--- src/rtl/mux4_rr_arbiter_if.sv ---
// Handshake/data bundle between four requesters and the shared mux4 arbiter.
// The lock signal exists only when MUX4_ARB_LOCK_EN is defined.
interface mux4_rr_arbiter_if;
  logic [3:0] req;
  logic [3:0] d;
`ifdef MUX4_ARB_LOCK_EN
  logic       lock;
`endif
  logic [3:0] gnt;
  logic [1:0] sel;
  logic       z_valid;
  logic       z;

`ifdef MUX4_ARB_LOCK_EN
  modport master (output req, output d, output lock,
                  input gnt, input sel, input z_valid, input z);
  modport slave  (input req, input d, input lock,
                  output gnt, output sel, output z_valid, output z);
`else
  modport master (output req, output d,
                  input gnt, input sel, input z_valid, input z);
  modport slave  (input req, input d,
                  output gnt, output sel, output z_valid, output z);
`endif
endinterface

--- src/rtl/mux4_rr_arbiter.sv ---
// Round-robin arbiter sharing one 1-bit 4->1 mux between four requesters, with bursts
// capped at BURST_MAX cycles. Optional burst extension via lock under MUX4_ARB_LOCK_EN.
module mux4 (
  input  logic [3:0] d,
  input  logic [1:0] sel,
  output logic       z
);
  // Shared 4->1 data path.
  always_comb begin
    case (sel)
      2'd0:    z = d[0];
      2'd1:    z = d[1];
      2'd2:    z = d[2];
      2'd3:    z = d[3];
      default: z = 1'b0;
    endcase
  end
endmodule

module mux4_rr_arbiter #(
  parameter int BURST_MAX = 4
) (
  input logic               clk,
  input logic               rst_n,
  mux4_rr_arbiter_if.slave  bus
);
  localparam int CNT_W = $clog2(BURST_MAX + 1);
  localparam logic [CNT_W-1:0] CNT_MAX = CNT_W'(BURST_MAX);
  localparam logic [CNT_W-1:0] CNT_ONE = CNT_W'(1);

  typedef enum logic {IDLE = 1'b0, GRANT = 1'b1} state_t;

  state_t           state_r;
  logic [3:0]       gnt_r;
  logic [1:0]       sel_r;
  logic [1:0]       last_r;
  logic [CNT_W-1:0] cnt_r;

  logic             any_req_s;
  logic             release_s;
  logic             lock_s;
  logic [1:0]       start_s;
  logic [1:0]       pick_s;
  logic [3:0]       pick_oh_s;

  // First requester at or after start, wrapping mod 4.
  function automatic logic [1:0] pick(input logic [3:0] r, input logic [1:0] start);
    logic [1:0] idx;
    logic       found;
    pick  = start;
    found = 1'b0;
    for (int k = 0; k < 4; k++) begin
      idx = start + 2'(k);
      if (!found && r[idx]) begin
        pick  = idx;
        found = 1'b1;
      end else begin
        found = found;
      end
    end
  endfunction

`ifdef MUX4_ARB_LOCK_EN
  assign lock_s = bus.lock;
`else
  assign lock_s = 1'b0;
`endif

  // Next-owner selection and release decision for the coming edge.
  always_comb begin
    any_req_s = |bus.req;
    if (state_r == GRANT) begin
      start_s   = sel_r + 2'd1;
      release_s = !bus.req[sel_r] || ((cnt_r == CNT_MAX) && !lock_s);
    end else begin
      start_s   = last_r + 2'd1;
      release_s = 1'b0;
    end
    pick_s    = pick(bus.req, start_s);
    pick_oh_s = 4'b0001 << pick_s;
  end

  // Arbiter FSM with registered grant, select and burst counter.
  always_ff @(posedge clk or negedge rst_n) begin
    if (!rst_n) begin
      state_r <= IDLE;
      gnt_r   <= 4'b0000;
      sel_r   <= 2'd0;
      last_r  <= 2'd3;
      cnt_r   <= '0;
    end else begin
      case (state_r)
        IDLE: begin
          if (any_req_s) begin
            gnt_r   <= pick_oh_s;
            sel_r   <= pick_s;
            cnt_r   <= CNT_ONE;
            state_r <= GRANT;
          end else begin
            state_r <= IDLE;
          end
        end
        GRANT: begin
          if (release_s) begin
            last_r <= sel_r;
            if (any_req_s) begin
              gnt_r <= pick_oh_s;
              sel_r <= pick_s;
              cnt_r <= CNT_ONE;
            end else begin
              gnt_r   <= 4'b0000;
              cnt_r   <= '0;
              state_r <= IDLE;
            end
          end else if (cnt_r < CNT_MAX) begin
            cnt_r <= cnt_r + CNT_ONE;
          end else begin
            // Locked past the cap: counter saturates until lock drops.
            cnt_r <= cnt_r;
          end
        end
        default: begin
          state_r <= IDLE;
          gnt_r   <= 4'b0000;
          cnt_r   <= '0;
        end
      endcase
    end
  end

  assign bus.gnt     = gnt_r;
  assign bus.sel     = sel_r;
  assign bus.z_valid = |gnt_r;

  mux4 u_mux4 (
    .d   (bus.d),
    .sel (sel_r),
    .z   (bus.z)
  );
endmodule

--- src/flat_wrapper.sv ---
// flat-port wrapper written by rule: the top's interface ports become plain ports
module mux4_rr_arbiter_flat 
#(
  parameter int BURST_MAX = 4
)
  (clk, rst_n, bus_req, bus_d, bus_gnt, bus_sel, bus_z_valid, bus_z);
  mux4_rr_arbiter_if bus_i ();
  input logic clk;
  input logic rst_n;
  input wire logic [$bits(bus_i.req)-1:0] bus_req;
  input wire logic [$bits(bus_i.d)-1:0] bus_d;
  output wire logic [$bits(bus_i.gnt)-1:0] bus_gnt;
  output wire logic [$bits(bus_i.sel)-1:0] bus_sel;
  output wire logic [$bits(bus_i.z_valid)-1:0] bus_z_valid;
  output wire logic [$bits(bus_i.z)-1:0] bus_z;
  assign bus_i.req = bus_req;
  assign bus_i.d = bus_d;
  assign bus_gnt = bus_i.gnt;
  assign bus_sel = bus_i.sel;
  assign bus_z_valid = bus_i.z_valid;
  assign bus_z = bus_i.z;
  mux4_rr_arbiter #(.BURST_MAX(BURST_MAX)) u_core (.clk(clk), .rst_n(rst_n), .bus(bus_i));
endmodule
--- config.mk ---
export PLATFORM = sky130hd
export DESIGN_NAME = mux4_rr_arbiter_flat
export DESIGN_NICKNAME = d
export VERILOG_FILES = /design/src/rtl/mux4_rr_arbiter_if.sv /design/src/rtl/mux4_rr_arbiter.sv /design/src/flat_wrapper.sv
export SDC_FILE = /design/constraint.sdc
export NUM_CORES = 1
export LEC_CHECK = 0
export ABC_AREA = 1
export CAP_MARGIN = 20
export CELL_PAD_IN_SITES_DETAIL_PLACEMENT = 0
export CELL_PAD_IN_SITES_GLOBAL_PLACEMENT = 1
export CORE_AREA = 4 4 59 61
export CTS_CLUSTER_DIAMETER = 30
export CTS_CLUSTER_SIZE = 30
export DETAILED_ROUTE_END_ITERATION = 7
export DIE_AREA = 0 0 63 65
export PLACE_DENSITY = 0.72
export SLEW_MARGIN = 30
export SYNTH_ARGS = -nofsm -noshare
export SYNTH_HDL_FRONTEND = slang
export SYNTH_SLANG_ARGS = --single-unit
--- constraint.sdc ---
create_clock -name clk -period 2 [get_ports clk]
set_input_delay 0.4 -clock clk [delete_from_list [all_inputs] [get_ports clk]]
set_output_delay 0.4 -clock clk [all_outputs]
set_load 0.02 [all_outputs]
* Word level (Yosys, flattened, before mapping)
Index checks and enable logic that the tools add are counted.
Cells by class: add/sub/neg operators 6, $mul 0, divide/modulo/power cells 0, order comparisons 6, equal/unequal tests 7, shifts and indexed selects 1, mux-type cells 34, bitwise gates (word level) 1, reductions and logical operators 14
Operators by type and width (number):
- $lt A2 B3 Y1 const B | 5
- $mux W1 | 12
- $mux W2 | 6
- $mux W4 | 3
- $bmux W1 S2 | 5
- $mux W3 | 3
- $pmux W4 S2 | 1
- $reduce_or A4 Y1 | 2
- $add A2 B1 Y2 const B | 3
- $pmux W3 S2 | 1
- $reduce_and A2 Y1 | 3
- $add A2 B2 Y2 const B | 2
- $eq A2 B2 Y1 const B | 2
- $logic_not A1 Y1 | 4
- $pmux W1 S4 | 1
- $pmux W2 S2 | 1
- $shl A1 B2 Y4 const A | 1
- $add A3 B1 Y3 const B | 1
- $eq A3 B3 Y1 const B | 1
- $logic_and A1 B1 Y1 | 3
- $lt A3 B3 Y1 const B | 1
- $ne A3 B3 Y1 const B | 1
- $eq A2 B1 Y1 const B | 1
- $logic_not A2 Y1 | 1
- 5 further kinds | 5
Storage, ports and cells: bits in registers 12, bits in latches 0, memory bits (writable) 0, memory bits (read-only) 0, input port bits 10, word-level logic and storage cells 74, memories 0

* Longest topological paths before layout
Gate-level depths: netlist (run 1).
depth in word-level cells 18, depth in mapped cells 17, depth with buffers taken out 15

* Cells and area by module
From an unflattened synthesis (run 1), not the netlist that was laid out.
Unflattened totals: cell total of the unflattened synthesis 159, area, all modules 1037.2 µm²
Modules (own cells, without submodules):
- mux4_rr_arbiter | instances 1, cells an instance 146, area each 985.9 µm², seq. area each 302.8 µm²
- mux4 | instances 1, cells an instance 13, area each 51.3 µm², seq. area each 0.0 µm²

* Least setup slack after synthesis (run 1)
No wires, ideal clock.
kind register to register, start point reg u_core.sel_r[0] (netlist: u_core.bus.sel[0]), end point reg u_core.gnt_r[2] (netlist: u_core.bus.gnt[2]), library setup time 0.118 ns, data arrival time 1.548 ns, data required time 1.882 ns, slack 0.333 ns, stages on the path, launching flop included 14, buffers on the path 0, cell sequence dfrtp_1 > inv_2 > nand2_2 > nand2_4 > nand2_1 > nand2_4 > nand2_2 > nand2_2 > nor2_4 > nand3_1 > nand3_1 > inv_1 > nand3_1 > nand2_1
On the way: cells in the longest elaborated chain, start to end 18, elaborated cells on any way between the ends 37, classes of those cells add/sub (4); eq/ne (1); shift (1); mux (22); reduce/logical (9)
Ends and longest elaborated chain:
- from (decl) | line mux4_rr_arbiter.sv:35 | logic [1:0] sel_r;
- from (signal assigned) | line mux4_rr_arbiter.sv:96 | sel_r <= pick_s;
- from (signal assigned) | line mux4_rr_arbiter.sv:108 | sel_r <= pick_s;
- branches (longest 18 deep; another with $add A2 B1 Y2)
- to (signal assigned) | line mux4_rr_arbiter.sv:95 | gnt_r <= pick_oh_s;
- to (signal assigned) | line mux4_rr_arbiter.sv:107 | gnt_r <= pick_oh_s;
- to (decl) | line mux4_rr_arbiter.sv:34 | logic [3:0] gnt_r;
Parallel ways; which one is timed is not known. The select of a mux whose other input is x is not followed. A chain may end at the register's enable or synchronous reset.

* Worst setup path in the final report (run 1)
start point reg u_core.gnt_r[1] (netlist: u_core.bus.gnt[1]), end point out bus_z_valid
On the way: cells in the longest elaborated chain, start to end 1
Ends and longest elaborated chain:
- $reduce_or A4 Y1 | line mux4_rr_arbiter.sv:133 | assign bus.z_valid = |gnt_r;
- to (decl) | line flat_wrapper.sv:14 | output wire logic [$bits(bus_i.z_valid)-1:0] bus_z_valid;
Every way passes these cells.

==> results of run 1 <==
==> worst min path at each step <==
stage                     depth (start not counted)  slack, ns                           from                       endpoint
final                                             1       0.48                          rst_n  u_core.bus.gnt[2]$_DFFE_PN0P_
after global routing                              1       0.49                          rst_n  u_core.bus.gnt[2]$_DFFE_PN0P_
after CTS                                         1       0.50                          rst_n  u_core.bus.gnt[2]$_DFFE_PN0P_
after detailed placement                          2       0.50  u_core.bus.gnt[2]$_DFFE_PN0P_  u_core.bus.gnt[2]$_DFFE_PN0P_
after global placement                            2       0.50   u_core.last_r[1]$_DFFE_PN1P_   u_core.last_r[1]$_DFFE_PN1P_
after floorplan                                   0       0.10                          rst_n  u_core.bus.gnt[0]$_DFFE_PN0P_
==> layout make-up <==
cell class,count,area (um2),share of cell area
Tap cell,33,41.3,0.0308
Multi-Input combinational cell,123,632,0.471
Sequential cell,12,304,0.227
Inverter,18,72.6,0.0541
Clock buffer,4,26.3,0.0196
Timing Repair Buffer,30,265,0.198
==> cells in the mapped netlist (all sizes together) <==
cell	number
dfrtp	10
o21ai	17
dfstp	2
buf	2
or4	1
nor4	1
nor2	6
nand2	73
a21oi	5
o22ai	1
ha	2
nand3	17
inv	18
==> layer usage <==
metal | wire length (um) | part of all wire | GRT usage
met5 | 0 | 0 | 0
met4 | 60 | 0.024 | 0.0661
met3 | 46 | 0.018 | 0.0156
met2 | 1260 | 0.49 | 0.249
met1 | 1180 | 0.46 | 0.161
==> cell families (layout without fill, tap and decap cells) <==
family          count (synthesis)  after routing  share of synthesized area
buf+inv                        20             52                     0.0931
flops                          12             12                      0.297
compound gates                 23             23                      0.125
fa+ha+maj                       2              2                     0.0245
simple gates                   98             98                      0.461
==> power breakdown <==
part | total, mW | internal [mW] | switching (mW) | leakage, nW
Combinational | 1.51 | 0.585 | 0.923 | 0.535
Clock | 0.155 | 0.0772 | 0.0776 | 0.0150
Sequential | 0.467 | 0.361 | 0.107 | 0.144
Total | 2.13 | 1.02 | 1.11 | 0.694
==> state kept, by name (all words and copies together) (netlist names) <==
| signal | flops |
|---|---|
| u_core.last_r | 2 |
| u_core.state_r | 1 |
| u_core.cnt_r | 3 |
| u_core.bus.gnt | 4 |
| u_core.bus.sel | 2 |
==> worst reg2reg max path: cells and delay by family, from the launching register on <==
kind,cells,cell delay [ns]
AND/OR/NAND/NOR,13,1.11
flip-flops,1,0.48
buffers and inverters,1,0.15
==> per-stage QoR <==
| stage | worst slack [ns] | TNS (ns) |
|---|---|---|
| 3_5_place_dp | -0.109 | -0.497 |
| 5_1_grt | 0.00684 | 0 |
| 4_1_cts | 0.0704 | 0 |
| 2_1_floorplan | 0.333 | 0 |
| 3_3_place_gp | -0.0834 | -0.276 |
| 6_report | 0.104 | 0 |
==> cells in the final DEF, fill, tap and decap left out, types with 2 or more instances in the layout <==
cell type / n
dfstp_2: 2
inv_2: 2
clkdlybuf4s50_1: 15
clkbuf_4: 3
nand3_1: 17
o21ai_1: 4
o21ai_0: 13
dfrtp_1: 9
nor2_1: 5
dlygate4sd2_1: 2
inv_1: 15
nand2_1: 54
nand2_4: 5
buf_4: 13
a21oi_1: 3
ha_1: 2
nand2_2: 14
==> repair_timing <==
| item | in CTS | in global routing |
|---|---|---|
| resized for setup | 2 | 5 |
| hold endpoints to repair | 0 | 0 |
| pin swaps | 0 | 0 |
| hold buffers | 0 | 0 |
| endpoints found under the setup margin | 2 | 7 |
| setup buffers | 0 | 0 |
==> metrics, run 1 <==
status finished clean; GPL Wtd Cong 0.778; R2R cell count 14; Final setup viols 0; DR DRC count 0; fin nets 200; final period utilization 0.948; Via Count 1044; GR Util All Layers 0.138; post-layout min period 1.90 ns; Max Cap Viol 0; CTS tree built; largest area contributor in the netlist dfrtp_1; width of the die 63 um; Fin Hold WS 0.477 ns; Post-Route WL 2.55 mm; final instance area 0.00134 mm2; WS Path Type reg2out; worst-margin pin slew 0.540 ns; diode count 0; vias in the first global route 1031; latest clock arrival within the worst-skew pair 0.27 ns; Worst-path clk slew 0.07 ns; Reg-to-Reg Start u_core.bus.sel[0]$_DFFE_PN0P_; headroom to the max-slew limit 0.639; crit-path max cell delay 0.50 ns; Syn-to-layout area delta 31.4%; Final Skew 0.00396 ns; area post-placement 0.00131 mm2; Final Max Slew Viols 0; Vias/cell 4.75; share of cells above drive strength 1 0.235; DIE HEIGHT 65 um; Worst R2R Setup Slack 0.16 ns; Min-Delay Path Class in2async; total clock sinks 12; TritonRoute pass-1 iters 4; startpoint types flip-flop; CP required 1.60 ns; 1st-iter DRT viols 53; Post-DP HPWL 2.06 mm; CP Capture Type primary output; crit path capture bus_z_valid; Rows 20; RR Endpoint u_core.bus.gnt[2]$_DFFE_PN0P_; Mapped Cells 155; Top delay family on crit path simple AND/OR/NAND/NOR gates; Fin. Hold Viols 0; synthesis-stage register bit count 12; Synth cell types 20; Synth top area share 0.245; Worst Setup SP u_core.bus.gnt[1]$_DFFE_PN0P_; Layout Cells excl Fill 220; H-tree depth reported by CTS 1; Worst Path Buf+Inv 1; Wirelength per Cell 11.6 um; post-layout util 0.450; fillers 321; maximum VDD drop 598 uV; Syn Area/Cell 6.59 um2; Die Footprint 0.00410 mm2; initial antenna violation count 0; wire length of the first global-routing pass 4.55 mm; Clock Tree Buf Depth 2; pwr dens 1590 mW/mm2; Routed Antenna Nets 0; GR Overflow Total 0; IO Port Bufs 17; top cells by area, synth dfrtp_1 (25%), nand2_1 (20%), nand2_2 (9.2%), nand3_1 (8.3%), o21ai_0 (6.9%); core area 0.00298 mm2; Critical-path top delay cell or4_1; Mapped Area 0.00102 mm2; Fmax 528 MHz; Pwr Total 2.13 mW; DP Cell Count 216; Initial Utilization 0.343; Critical Path Fanout Max 3; Critical Path, Cell by Cell or4_1 > dlygate4sd2_1; Clk Tree Root Cell clkbuf_4; P_leak 0.694 nW; WP data arrival 1.50 ns; synthesized net count 167; synth warn 0; Num CTS Buffers 3; RSZ-0062 raised after global routing no; I/O pin count 18; Seq/Total Area, Yosys 0.297; largest net degree at the start of global routing 13; Stages on worst setup path 2
No activity file was read; power rests on OpenSTA's default activity.
==> run 2, diff against run 1 <==
--- a/config.mk
+++ b/config.mk
@@ -14,7 +14,7 @@
 export CTS_CLUSTER_SIZE = 30
 export DETAILED_ROUTE_END_ITERATION = 7
 export DIE_AREA = 0 0 63 65
-export PLACE_DENSITY = 0.72
+export PLACE_DENSITY_LB_ADDON = 0.1
 export SLEW_MARGIN = 30
 export SYNTH_ARGS = -nofsm -noshare
 export SYNTH_HDL_FRONTEND = slang
==> run 2 against run 1 <==
Compared with the run above:
- clock skew about the same
- utilization up 0.38 points
- critical path type unchanged
- via count up 1.2%
- clock power up 26%
- design area up 0.84%
- highest routed layer unchanged
==> metrics, run 2 (same netlist as run 1, synthesis figures left out) <==
status finished clean; Post-DP HPWL 2.00 mm; I/O pin count 18; internal power 1.06 mW; diode count 0; Wirelength per Cell 11.5 um; core area 0.00298 mm2; total clock sinks 12; Critical Path Fanout Max 3; DR DRC count 0; Worst-path clk slew 0.08 ns; most frequent cells in the layout nand2_1 (54), nand3_1 (17), inv_1 (16), clkdlybuf4s50_1 (15), nand2_2 (14); Vias/cell 4.80; Clock Tree Buf Depth 2; wire length of the first global-routing pass 4.53 mm; post-layout min period 1.91 ns; fillers 320; WS Path Type reg2out; GR Util All Layers 0.135; Initial Utilization 0.343; P_leak 0.700 nW; Pwr Total 2.15 mW; Fmax 525 MHz; commonest non-fill, non-tap cell in the layout nand2_1; share of cells above drive strength 1 0.241; Fin. Hold Viols 0; 1st-iter DRT viols 66; Final setup viols 0; GR Overflow Total 0; Comb pwr share 0.693; CTS tree built; multi-input logic area 632 um2; FF+latch area 305 um2; Final Skew 0.00380 ns; setup TNS 0 ns; H-tree depth reported by CTS 1; GPL Wtd Cong 0.780; Post-Route WL 2.52 mm; Rows 20; RSZ-0062 raised after global routing no; cts-stage hold buffer count 0; Sw Ratio 0.509; CP required 1.60 ns; CP Capture Type primary output; Die Footprint 0.00410 mm2; max reg flops 4; Min-Delay Path Class in2async; width of the die 63 um; headroom to the max-slew limit 0.624; post-CTS resize count 2; Clk Tree Root Cell clkbuf_4; startpoint types flip-flop; Place WS -0.0935 ns; Via Count 1057; fin worst setup slack 0.0942 ns; DIE HEIGHT 65 um; vias in the first global route 1034; Num CTS Buffers 3; latest clock arrival within the worst-skew pair 0.27 ns; largest net degree at the start of global routing 13; Syn-to-layout area delta 32.5%; fin nets 200; WP data arrival 1.51 ns; clock power share 0.090; Setup Buffers After CTS 0; final period utilization 0.953; TritonRoute pass-1 iters 4; IO Port Bufs 17; Max Cap Viol 0; worst-margin pin slew 0.562 ns; Routed Antenna Nets 0; pwr dens 1590 mW/mm2; initial antenna violation count 0; Flop pwr share 0.216; maximum VDD drop 562 uV; Final Max Slew Viols 0; P_sw 1.10 mW
[run 2: cell counts in the layout (fill, tap and decap cells not counted)]
Identical to the previous run, type by type.
[run 2: worst paths after layout]
| path | startpoint | endpoint | slack [ns] | depth (start not counted) |
|---|---|---|---|---|
| max | u_core.bus.gnt[1]$_DFFE_PN0P_ | bus_z_valid | 0.09 | 2 |
| max in group asynchronous | rst_n | u_core.state_r$_DFF_PN0_ | 1.11 | 1 |
| min | rst_n | u_core.cnt_r[1]$_DFFE_PN0P_ | 0.49 | 1 |
| max reg2reg | u_core.last_r[0]$_DFFE_PN1P_ | u_core.bus.gnt[2]$_DFFE_PN0P_ | 0.20 | 13 |
| min in group clk | u_core.bus.gnt[2]$_DFFE_PN0P_ | u_core.bus.gnt[2]$_DFFE_PN0P_ | 0.51 | 2 |
| min reg2reg | u_core.bus.gnt[2]$_DFFE_PN0P_ | u_core.bus.gnt[2]$_DFFE_PN0P_ | 0.51 | 2 |
[run 2: area by class of cell]
cell class	count	area share
sequential	12	0.226
multi-input combinational	123	0.467
timing repair buffer	30	0.196
inverter	18	0.0537
clock buffer	4	0.0268
tap	33	0.0305
[run 2: metal layers]
layer | part of all wire | wire (um) | global-route usage
met5 | 0 | 0 | 0
met4 | 0.0040 | 10 | 0.0331
met3 | 0.023 | 59 | 0.0139
met2 | 0.49 | 1250 | 0.250
met1 | 0.48 | 1200 | 0.166
[run 2: critical path: stages (launching register included)]
cell and delay (ns):
dfrtp_1 0.40, or4_1 0.51, dlygate4sd2_1 0.33
[run 2: through the flow]
step | cell area [um2] | util | instances | hold slack [ns]
6_report | 1350 | 0.454 | 220 | 0.485
2_1_floorplan | 1020 | - | 155 | 0.104
4_1_cts | 1340 | 0.450 | 220 | 0.500
3_3_place_gp | 1310 | 0.439 | 216 | 0.490
5_1_grt | 1350 | 0.454 | 220 | 0.525
3_5_place_dp | 1310 | 0.439 | 216 | 0.493
[run 2: power groups by stage]
stage	combinational, mW	clock [mW]	sequential, mW
after floorplan	1.02	0	0.499
after global placement	1.51	0	0.466
after detailed placement	1.52	0	0.469
after CTS	1.51	0.201	0.464
after global routing	1.70	0.215	0.483
final	1.49	0.195	0.466
==> run 3, diff against run 2 <==
--- a/config.mk
+++ b/config.mk
@@ -14,6 +14,7 @@
 export CTS_CLUSTER_SIZE = 30
 export DETAILED_ROUTE_END_ITERATION = 7
 export DIE_AREA = 0 0 63 65
+export GPL_ROUTABILITY_DRIVEN = 0
 export PLACE_DENSITY_LB_ADDON = 0.1
 export SLEW_MARGIN = 30
 export SYNTH_ARGS = -nofsm -noshare
==> results of run 3 <==
Same layout as run 2: the final DEF is identical, and so are final timing and power.
